**config.mk**
```make
export PLATFORM = sky130hd
export DESIGN_NAME = mips_instr_packer
export DESIGN_NICKNAME = d
export VERILOG_FILES = /design/src/rtl/mips_instr_packer.sv
export SDC_FILE = /design/constraint.sdc
export NUM_CORES = 1
export LEC_CHECK = 0
export ABC_AREA = 1
export CAP_MARGIN = 40
export CORE_ASPECT_RATIO = 0.9
export CORE_MARGIN = 4
export CORE_UTILIZATION = 46
export DETAILED_ROUTE_END_ITERATION = 6
export MAX_ROUTING_LAYER = met4
export PLACE_DENSITY = 0.73
export SYNTH_ARGS = -nofsm -noshare
export SYNTH_HDL_FRONTEND = slang
export SYNTH_SLANG_ARGS = --single-unit
export TNS_END_PERCENT = 50
```
**constraint.sdc**
```tcl
create_clock -name clk -period 2.93 [get_ports clk]
set_input_delay 0.586 -clock clk [delete_from_list [all_inputs] [get_ports clk]]
set_output_delay 0.586 -clock clk [all_outputs]
set_load 0.02 [all_outputs]
```
**src/rtl/mips_instr_packer.sv**
```systemverilog
// mips_instr_packer
//
// Builds MIPS32 instruction words from separate fields. This is the inverse of
// the field split in the decode path. Packed words are queued in a small FIFO
// with valid/ready handshakes on both sides. Each word carries an incrementing
// load address for the instruction-memory write port.
//
// Optional feature macro: PACKER_FMT_CHECK_EN
//   defined   : fmt=11 handshakes are consumed without writing an entry, the
//               load address does not advance, and err pulses for one cycle.
//   undefined : fmt=11 is packed as R-type and pushed normally; err is tied 0.
//
// Parameters
//   DEPTH   FIFO entries (power of two, >= 2)
//   ADDR_W  width of the load-address tag
//
// Ports
//   clk        rising-edge clock
//   rst_n      asynchronous active-low reset
//   clear      synchronous flush of FIFO and address counter
//   in_valid   field set present
//   in_ready   packer can accept this cycle
//   fmt        00=R, 01=I, 10=J, 11=illegal
//   opcode, rs, rt, rd, shamt, funct, imm, target   instruction fields
//   out_valid  head word available
//   out_ready  consumer takes head word
//   out_instr  packed head word (0 when out_valid is low)
//   out_addr   load address of head word (0 when out_valid is low)
//   count      current occupancy
//   err        illegal-format pulse, one cycle after the offending handshake
module mips_instr_packer #(
    parameter int DEPTH  = 4,
    parameter int ADDR_W = 8
) (
    input  logic                       clk,
    input  logic                       rst_n,
    input  logic                       clear,
    input  logic                       in_valid,
    output logic                       in_ready,
    input  logic [1:0]                 fmt,
    input  logic [5:0]                 opcode,
    input  logic [4:0]                 rs,
    input  logic [4:0]                 rt,
    input  logic [4:0]                 rd,
    input  logic [4:0]                 shamt,
    input  logic [5:0]                 funct,
    input  logic [15:0]                imm,
    input  logic [25:0]                target,
    output logic                       out_valid,
    input  logic                       out_ready,
    output logic [31:0]                out_instr,
    output logic [ADDR_W-1:0]          out_addr,
    output logic [$clog2(DEPTH):0]     count,
    output logic                       err
);

    localparam int PW = $clog2(DEPTH);
    localparam int CW = PW + 1;
    localparam logic [CW-1:0] FULL_CNT = CW'(DEPTH);

    logic [PW-1:0]     wr_ptr;
    logic [PW-1:0]     rd_ptr;
    logic [CW-1:0]     occ;
    logic [ADDR_W-1:0] wr_addr;

    logic [31:0]       instr_mem [DEPTH];
    logic [ADDR_W-1:0] addr_mem  [DEPTH];

    logic full;
    logic empty;
    logic accept;
    logic fmt_bad;
    logic push;
    logic pop;

    function automatic logic [31:0] pack_word(
        input logic [1:0]  f,
        input logic [5:0]  op,
        input logic [4:0]  f_rs,
        input logic [4:0]  f_rt,
        input logic [4:0]  f_rd,
        input logic [4:0]  f_shamt,
        input logic [5:0]  f_funct,
        input logic [15:0] f_imm,
        input logic [25:0] f_target
    );
        logic [31:0] w;
        case (f)
            2'b01:   w = {op, f_rs, f_rt, f_imm};
            2'b10:   w = {op, f_target};
            // R-type, and also the illegal code when it is allowed through
            default: w = {op, f_rs, f_rt, f_rd, f_shamt, f_funct};
        endcase
        return w;
    endfunction

    assign full  = (occ == FULL_CNT);
    assign empty = (occ == '0);

    // No bypass: a pop in the same cycle does not reopen a full FIFO.
    // clear closes the input so the word offered during a flush is dropped.
    assign in_ready  = !full && !clear;
    assign out_valid = !empty;
    assign count     = occ;

    assign accept = in_valid && in_ready;

`ifdef PACKER_FMT_CHECK_EN
    assign fmt_bad = (fmt == 2'b11);
`else
    assign fmt_bad = 1'b0;
`endif

    assign push = accept && !fmt_bad;
    assign pop  = out_valid && out_ready && !clear;

    always_ff @(posedge clk or negedge rst_n) begin
        if (!rst_n) begin
            wr_ptr  <= '0;
            rd_ptr  <= '0;
            occ     <= '0;
            wr_addr <= '0;
        end else if (clear) begin
            wr_ptr  <= '0;
            rd_ptr  <= '0;
            occ     <= '0;
            wr_addr <= '0;
        end else begin
            if (push) begin
                wr_ptr  <= wr_ptr + 1'b1;
                wr_addr <= wr_addr + 1'b1;
            end
            if (pop) begin
                rd_ptr <= rd_ptr + 1'b1;
            end
            case ({push, pop})
                2'b10:   occ <= occ + 1'b1;
                2'b01:   occ <= occ - 1'b1;
                default: occ <= occ;
            endcase
        end
    end

    // Storage needs no reset: entries are only visible through occ.
    always_ff @(posedge clk) begin
        if (push) begin
            instr_mem[wr_ptr] <= pack_word(fmt, opcode, rs, rt, rd, shamt,
                                           funct, imm, target);
            addr_mem[wr_ptr]  <= wr_addr;
        end
    end

    assign out_instr = out_valid ? instr_mem[rd_ptr] : '0;
    assign out_addr  = out_valid ? addr_mem[rd_ptr]  : '0;

`ifdef PACKER_FMT_CHECK_EN
    logic err_q;

    always_ff @(posedge clk or negedge rst_n) begin
        if (!rst_n) begin
            err_q <= 1'b0;
        end else begin
            err_q <= accept && fmt_bad;
        end
    end

    assign err = err_q;
`else
    assign err = 1'b0;
`endif

endmodule

```
; ---- Word level (Yosys, flattened, before mapping)
; Memory sizes are Yosys's and may differ from the RTL's.
; Index checks and enable logic that the tools add are counted.
[totals]
ff_bits = 15
latch_bits = 0
ram_bits = 160
rom_bits = 0
in_bits = 81
output_inout_bits = 46
word_cells = 41
mem_count = 2
[mem_list]
columns = memory, depth, word_bits, read_ports, rd_clocked_by_memory_dff, write_ports, line_no
row1 = instr_mem, 4, 32, 1, 0, 1, 66  ; logic [31:0] instr_mem [DEPTH];
row2 = addr_mem, 4, 8, 1, 0, 1, 67  ; logic [ADDR_W-1:0] addr_mem [DEPTH];
[classes]
n_addsub = 5
multipliers = 0
div_mod_pow = 0
magnitude_cmp = 0
eq_ne = 5
shifts = 0
mux = 14
bitwise_logic = 0
reduce_logical = 11
[ops]
columns = op, count
row1 = 2-to-1 mux 32 bit, 2
row2 = case mux 26 bit (2 select lines), 1
row3 = 2-to-1 mux 8 bit, 3
row4 = "adder 8 x 1 -> 8 bit, second input constant", 1
row5 = 2-to-1 mux 2 bit, 4
row6 = case mux 3 bit (2 select lines), 1
row7 = "adder 2 x 1 -> 2 bit, second input constant", 2
row8 = "== test 2 x 1 -> 1 bit, second input constant", 2
row9 = "== test 2 bit, second input constant", 2
row10 = logical AND 1 bit, 4
row11 = nonzero test 2 bit, 2
row12 = "adder 3 x 1 -> 3 bit, second input constant", 1
row13 = "== test 3 bit, second input constant", 1
row14 = logical NOT 1 bit, 3
row15 = logical NOT 3 bit, 1
row16 = 2-to-1 mux 3 bit, 1
row17 = nonzero test 3 bit, 1
row18 = "subtractor 3 x 1 -> 3 bit, second input constant", 1
row19 = 2-to-1 mux 1 bit, 2

; ---- Longest topological paths before layout
[logic_depth]
word_depth = 7
depth_mapped = 11
mapped_depth_nobuf = 11

; ---- Worst setup path after synthesis
; No wires, ideal clock.
[synth_timing]
kind = register -> register
start = reg occ[0] (netlist: count[0])
end = mem addr_mem[0][0], enable pin
setup_time_ns = 0.438
t_arrival_ns = 2.698
required_ns = 2.492
setup_slack_ns = -0.206
path_stages_with_launch = 6
period_less_slack_ns = 3.136
path_cell_list = dfrtp_1 nor2_4 nand2_2 nand3_4 buf_12 nor2_1
[synth_via]
elab_chain_len = 6
[synth_lines]
columns = item, line_no
row1 = from (decl), 63  ; logic [CW-1:0] occ;
row2 = from (signal assigned), 137  ; 2'b10: occ <= occ + 1'b1;
row3 = from (signal assigned), 138  ; 2'b01: occ <= occ - 1'b1;
row4 = == test 3 bit, 97  ; assign full = (occ == FULL_CNT);
row5 = logical NOT 1 bit, 102  ; assign in_ready = !full && !clear;
row6 = logical AND 1 bit, 102
row7 = logical AND 1 bit, 106  ; assign accept = in_valid && in_ready;
row8 = 2-to-1 mux 1 bit, 146  ; if (push) begin
row9 = 2-to-1 mux 1 bit (implied by the code), 149  ; addr_mem[wr_ptr] <= wr_addr;
row10 = to (decl), 67
; No other way between the ends.

; ---- Worst setup path after layout
[layout_timing]
start = reg rd_ptr[0]
end = out out_addr[0]
[layout_via]
elab_chain_len = 2
[layout_lines]
columns = item, line_no
row1 = from (decl), 62  ; logic [PW-1:0] rd_ptr;
row2 = from (signal assigned), 134  ; rd_ptr <= rd_ptr + 1'b1;
row3 = memory (4 x 8 bit), --
row4 = 2-to-1 mux 8 bit, 154  ; assign out_addr = out_valid ? addr_mem[rd_ptr] : '0;
row5 = to (decl), 52  ; output logic [ADDR_W-1:0] out_addr,
; No other way between the ends.

==> results_dict.tcl <==
set metrics [dict create \
    ant_nets 0 \
    synth_area_um2 7630 \
    synth.largest_area_cell "edfxtp_1" \
    slowest_delay_ns 0.62 \
    finalNetCount 901 \
    cts_tree "done" \
    fmax_ghz 0.352 \
    top_layer_used "met4" \
    cts_buffers 17 \
    cap_violations 0 \
    cts_sinks 175 \
    outcome "completed" \
    power_leakage_nw 3.85 \
    drive_gt1_share_pct 9.33 \
    cp-start-kind "register" \
    cts_root_buf "clkbuf_16" \
    ys_types 31 \
    p_per_area_nw_per_um2 634 \
    rsz0062_at_grt "true" \
    synthTopCellsByCount "nor2_1, edfxtp_1, o21ai_0, nand3_1" \
    placed_cell_area_um2 9160 \
    grt_max_degree 47 \
    drc_errors 0 \
    synth_area_leaders "edfxtp_1, nor2_1, o21ai_0, dfrtp_1, nand3_1" \
    crit_arrival_ns 2.26 \
    regToRegSetupSlack_ns 0.95 \
    grt_pass1_vias 5400 \
    setup_viol 0 \
    num_antenna_cells 0 \
    die_h_um 130 \
    cp-end-kind "output port" \
    final_cell_area_um2 9780 \
    yosys.area.top_type_share_pct 63.0 \
    grt_antenna_before_repair 0 \
    area_growth_pct 28.2 \
    synth-seq-cells 175 \
    layout_min_cycle_time_ns 2.84 \
    rr_endpoint "count[2]$_DFFE_PN0P_" \
    hold_path.startpoint "wr_addr[7]$_DFFE_PN0P_" \
    reg2reg_depth 10 \
    hp-class "register to register" \
    max_slew_margin_pct 40.5 \
    detail_route.wl_per_cell_um 17.1 \
    dr_wl_met2_um 8970 \
    async_reset_ff_share_pct 8.57 \
    yosysMostFrequentCell "nor2_1" \
    period_share_pct 97.0 \
    cp_max_fo 46 \
    ioPinCount 127 \
    multi_input_area_um2 2180 \
    hold_viol_final 0 \
    synthFlopType "edfxtp_1" \
    crit_chain "clkinv_2 -> buf_12 -> o21ai_0 -> a21oi_1 -> clkdlybuf4s50_1" \
    drt-pass1-iter-count 4 \
    post_cts_buffers 0 \
    fillers 1233 \
    synth_nets 782 \
    vdd_drop_max_mv 0.509 \
    routed_wl_um 17600 \
    dieArea_um2 18700 \
    yosys_warnings 0 \
    cpMaxStageDelayCell "clkdlybuf4s50_1" \
    grt_pass1_wl_um 27500 \
    hold_buffers 0 \
    fp.coreArea_um2 16200 \
    synth_cells 693 \
    hpwl_um 11200 \
    portBuffers 125 \
    gp_congestion 0.858 \
    drt_iter0_markers 479 \
    hold_path_depth 1 \
    critPathKind "register to output port" \
    cts_max_level 4 \
    die_x_um 144 \
    start_util_pct 47.1 \
    ys_seq_area_share_pct 67.9 \
    wl_met1_um 7380 \
    drv_slew 0 \
    tightest_slew_ns 0.892 \
    postSynthAreaPerCell_um2 11.0 \
    skew_ns 0.00895 \
    placed_cells 1000 \
    ff_latch_area_um2 5180 \
    synth_edf_count 160 \
    min_to "wr_addr[7]$_DFFE_PN0P_" \
    via_count 5549 \
    worstReg2RegStart "count[0]$_DFFE_PN0P_" \
    wl_met3_um 1050 \
    overflow 0 \
    globalRouteTotalUtil_pct 19.7 \
    critPathRequiredTime_ns 2.34 \
    clkSlewWorstSetupHoldPaths_ns 0.06 \
    routed_via_density 5.38 \
    stdcell_count 1032 \
    clk_latency_ns 0.42 \
    rows 44 \
    cts_max_path_buffers 2 \
]
worst max path at each step:
stage                          startpoint                       end  slack [ns]  cells after the start
floorplan            count[0]$_DFFE_PN0P_  addr_mem[0][0]$_DFFE_PP_       -0.21                      5
global placement                    clear                  in_ready        0.38                      5
detailed placement                  clear      count[2]$_DFFE_PN0P_        0.32                     10
CTS                 rd_ptr[0]$_DFFE_PN0P_             out_instr[23]       -0.04                      5
global route        rd_ptr[0]$_DFFE_PN0P_             out_instr[13]       -0.03                      6
finish              rd_ptr[0]$_DFFE_PN0P_               out_addr[0]        0.09                      5
placed cells by master (no fill, tap or decap), types with 2 or more instances in the layout:
| cell | Yosys | layout |
|---|---|---|
| nor2_1 | 167 | 163 |
| edfxtp_1 | 160 | 160 |
| clkdlybuf4s50_1 | 0 | 98 |
| o21ai_0 | 82 | 82 |
| nand3_1 | 63 | 63 |
| nand2_1 | 46 | 46 |
| a21oi_1 | 46 | 46 |
| dlymetal6s2s_1 | 0 | 23 |
| clkbuf_16 | 0 | 17 |
| o21ai_1 | 15 | 15 |
| inv_1 | 14 | 14 |
| dfrtp_1 | 15 | 14 |
| buf_4 | 1 | 14 |
| nor2_4 | 4 | 8 |
| ha_1 | 7 | 7 |
| inv_2 | 7 | 6 |
| clkinv_2 | 0 | 6 |
| clkbuf_1 | 31 | 5 |
| dlygate4sd2_1 | 0 | 4 |
| buf_12 | 1 | 4 |
| nand2_4 | 3 | 3 |
| nand2_2 | 3 | 3 |
| nand3_2 | 3 | 3 |
| clkbuf_8 | 0 | 3 |
| nor3_2 | 2 | 2 |
| buf_6 | 1 | 2 |
cell families after synthesis:
| family | count (synthesis) | synth area share (%) |
|---|---|---|
| AOI/OAI and AO/OA | 148 | 9.88 |
| and+or+nand+nor | 293 | 16.8 |
| buffers and inverters | 68 | 3.90 |
| DFF | 175 | 67.9 |
| other | 1 | 0.0492 |
| adders and majority gates | 8 | 1.41 |
registers in the layout, indices dropped and copies added (netlist names):
name and count:
wr_addr 8, rd_ptr 2, count 3, addr_mem 32, instr_mem 128, wr_ptr 2
layout make-up:
class,instances,share of cell area [%]
inverter,22,0.857
multi-input combinational,450,22.3
timing repair buffer,146,15.6
tap,207,2.65
clock buffer,25,4.96
clock inverter,7,0.640
sequential,175,53.0
layer usage:
metal,up-vias,global-route usage [%]
li1,2660,-
met1,2699,24.9
met2,169,32.2
met3,21,4.29
met4,0,6.26
met5,-,-
worst max-delay path, delay by kind of cell (launching register included):
| kind | cells | cell delay [ns] |
|---|---|---|
| AO/OA/AOI/OAI | 2 | 0.29 |
| flip-flops | 1 | 0.47 |
| buffers and inverters | 3 | 1.05 |
through the flow:
| stage | util [%] | hold WS, ns | power [mW] | worst slack [ns] | TNS (ns) |
|---|---|---|---|---|---|
| after global routing | 60.4 | 0.590 | 6.48 | -0.0297 | -0.0370 |
| after detailed placement | 56.6 | 0.533 | 4.22 | 0.316 | 0 |
| after CTS | 60.0 | 0.541 | 6.27 | -0.0410 | -0.278 |
| final | 60.4 | 0.544 | 6.20 | 0.0886 | 0 |
| after global placement | 56.6 | 0.526 | 4.19 | 0.383 | 0 |
| after floorplan | - | 0.290 | 3.62 | -0.206 | -32.93 |
what timing repair did:
item,4_1_cts,5_1_grt
setup endpoints to repair,22,35
cloned,0,0
resized for setup,5,27
power by group:
part | internal [mW] | switching (mW)
registers | 2.85 | 0.0421
logic | 0.495 | 0.752
clock network | 1.23 | 0.832
total | 4.58 | 1.63
(Power assumes the default switching activity.)
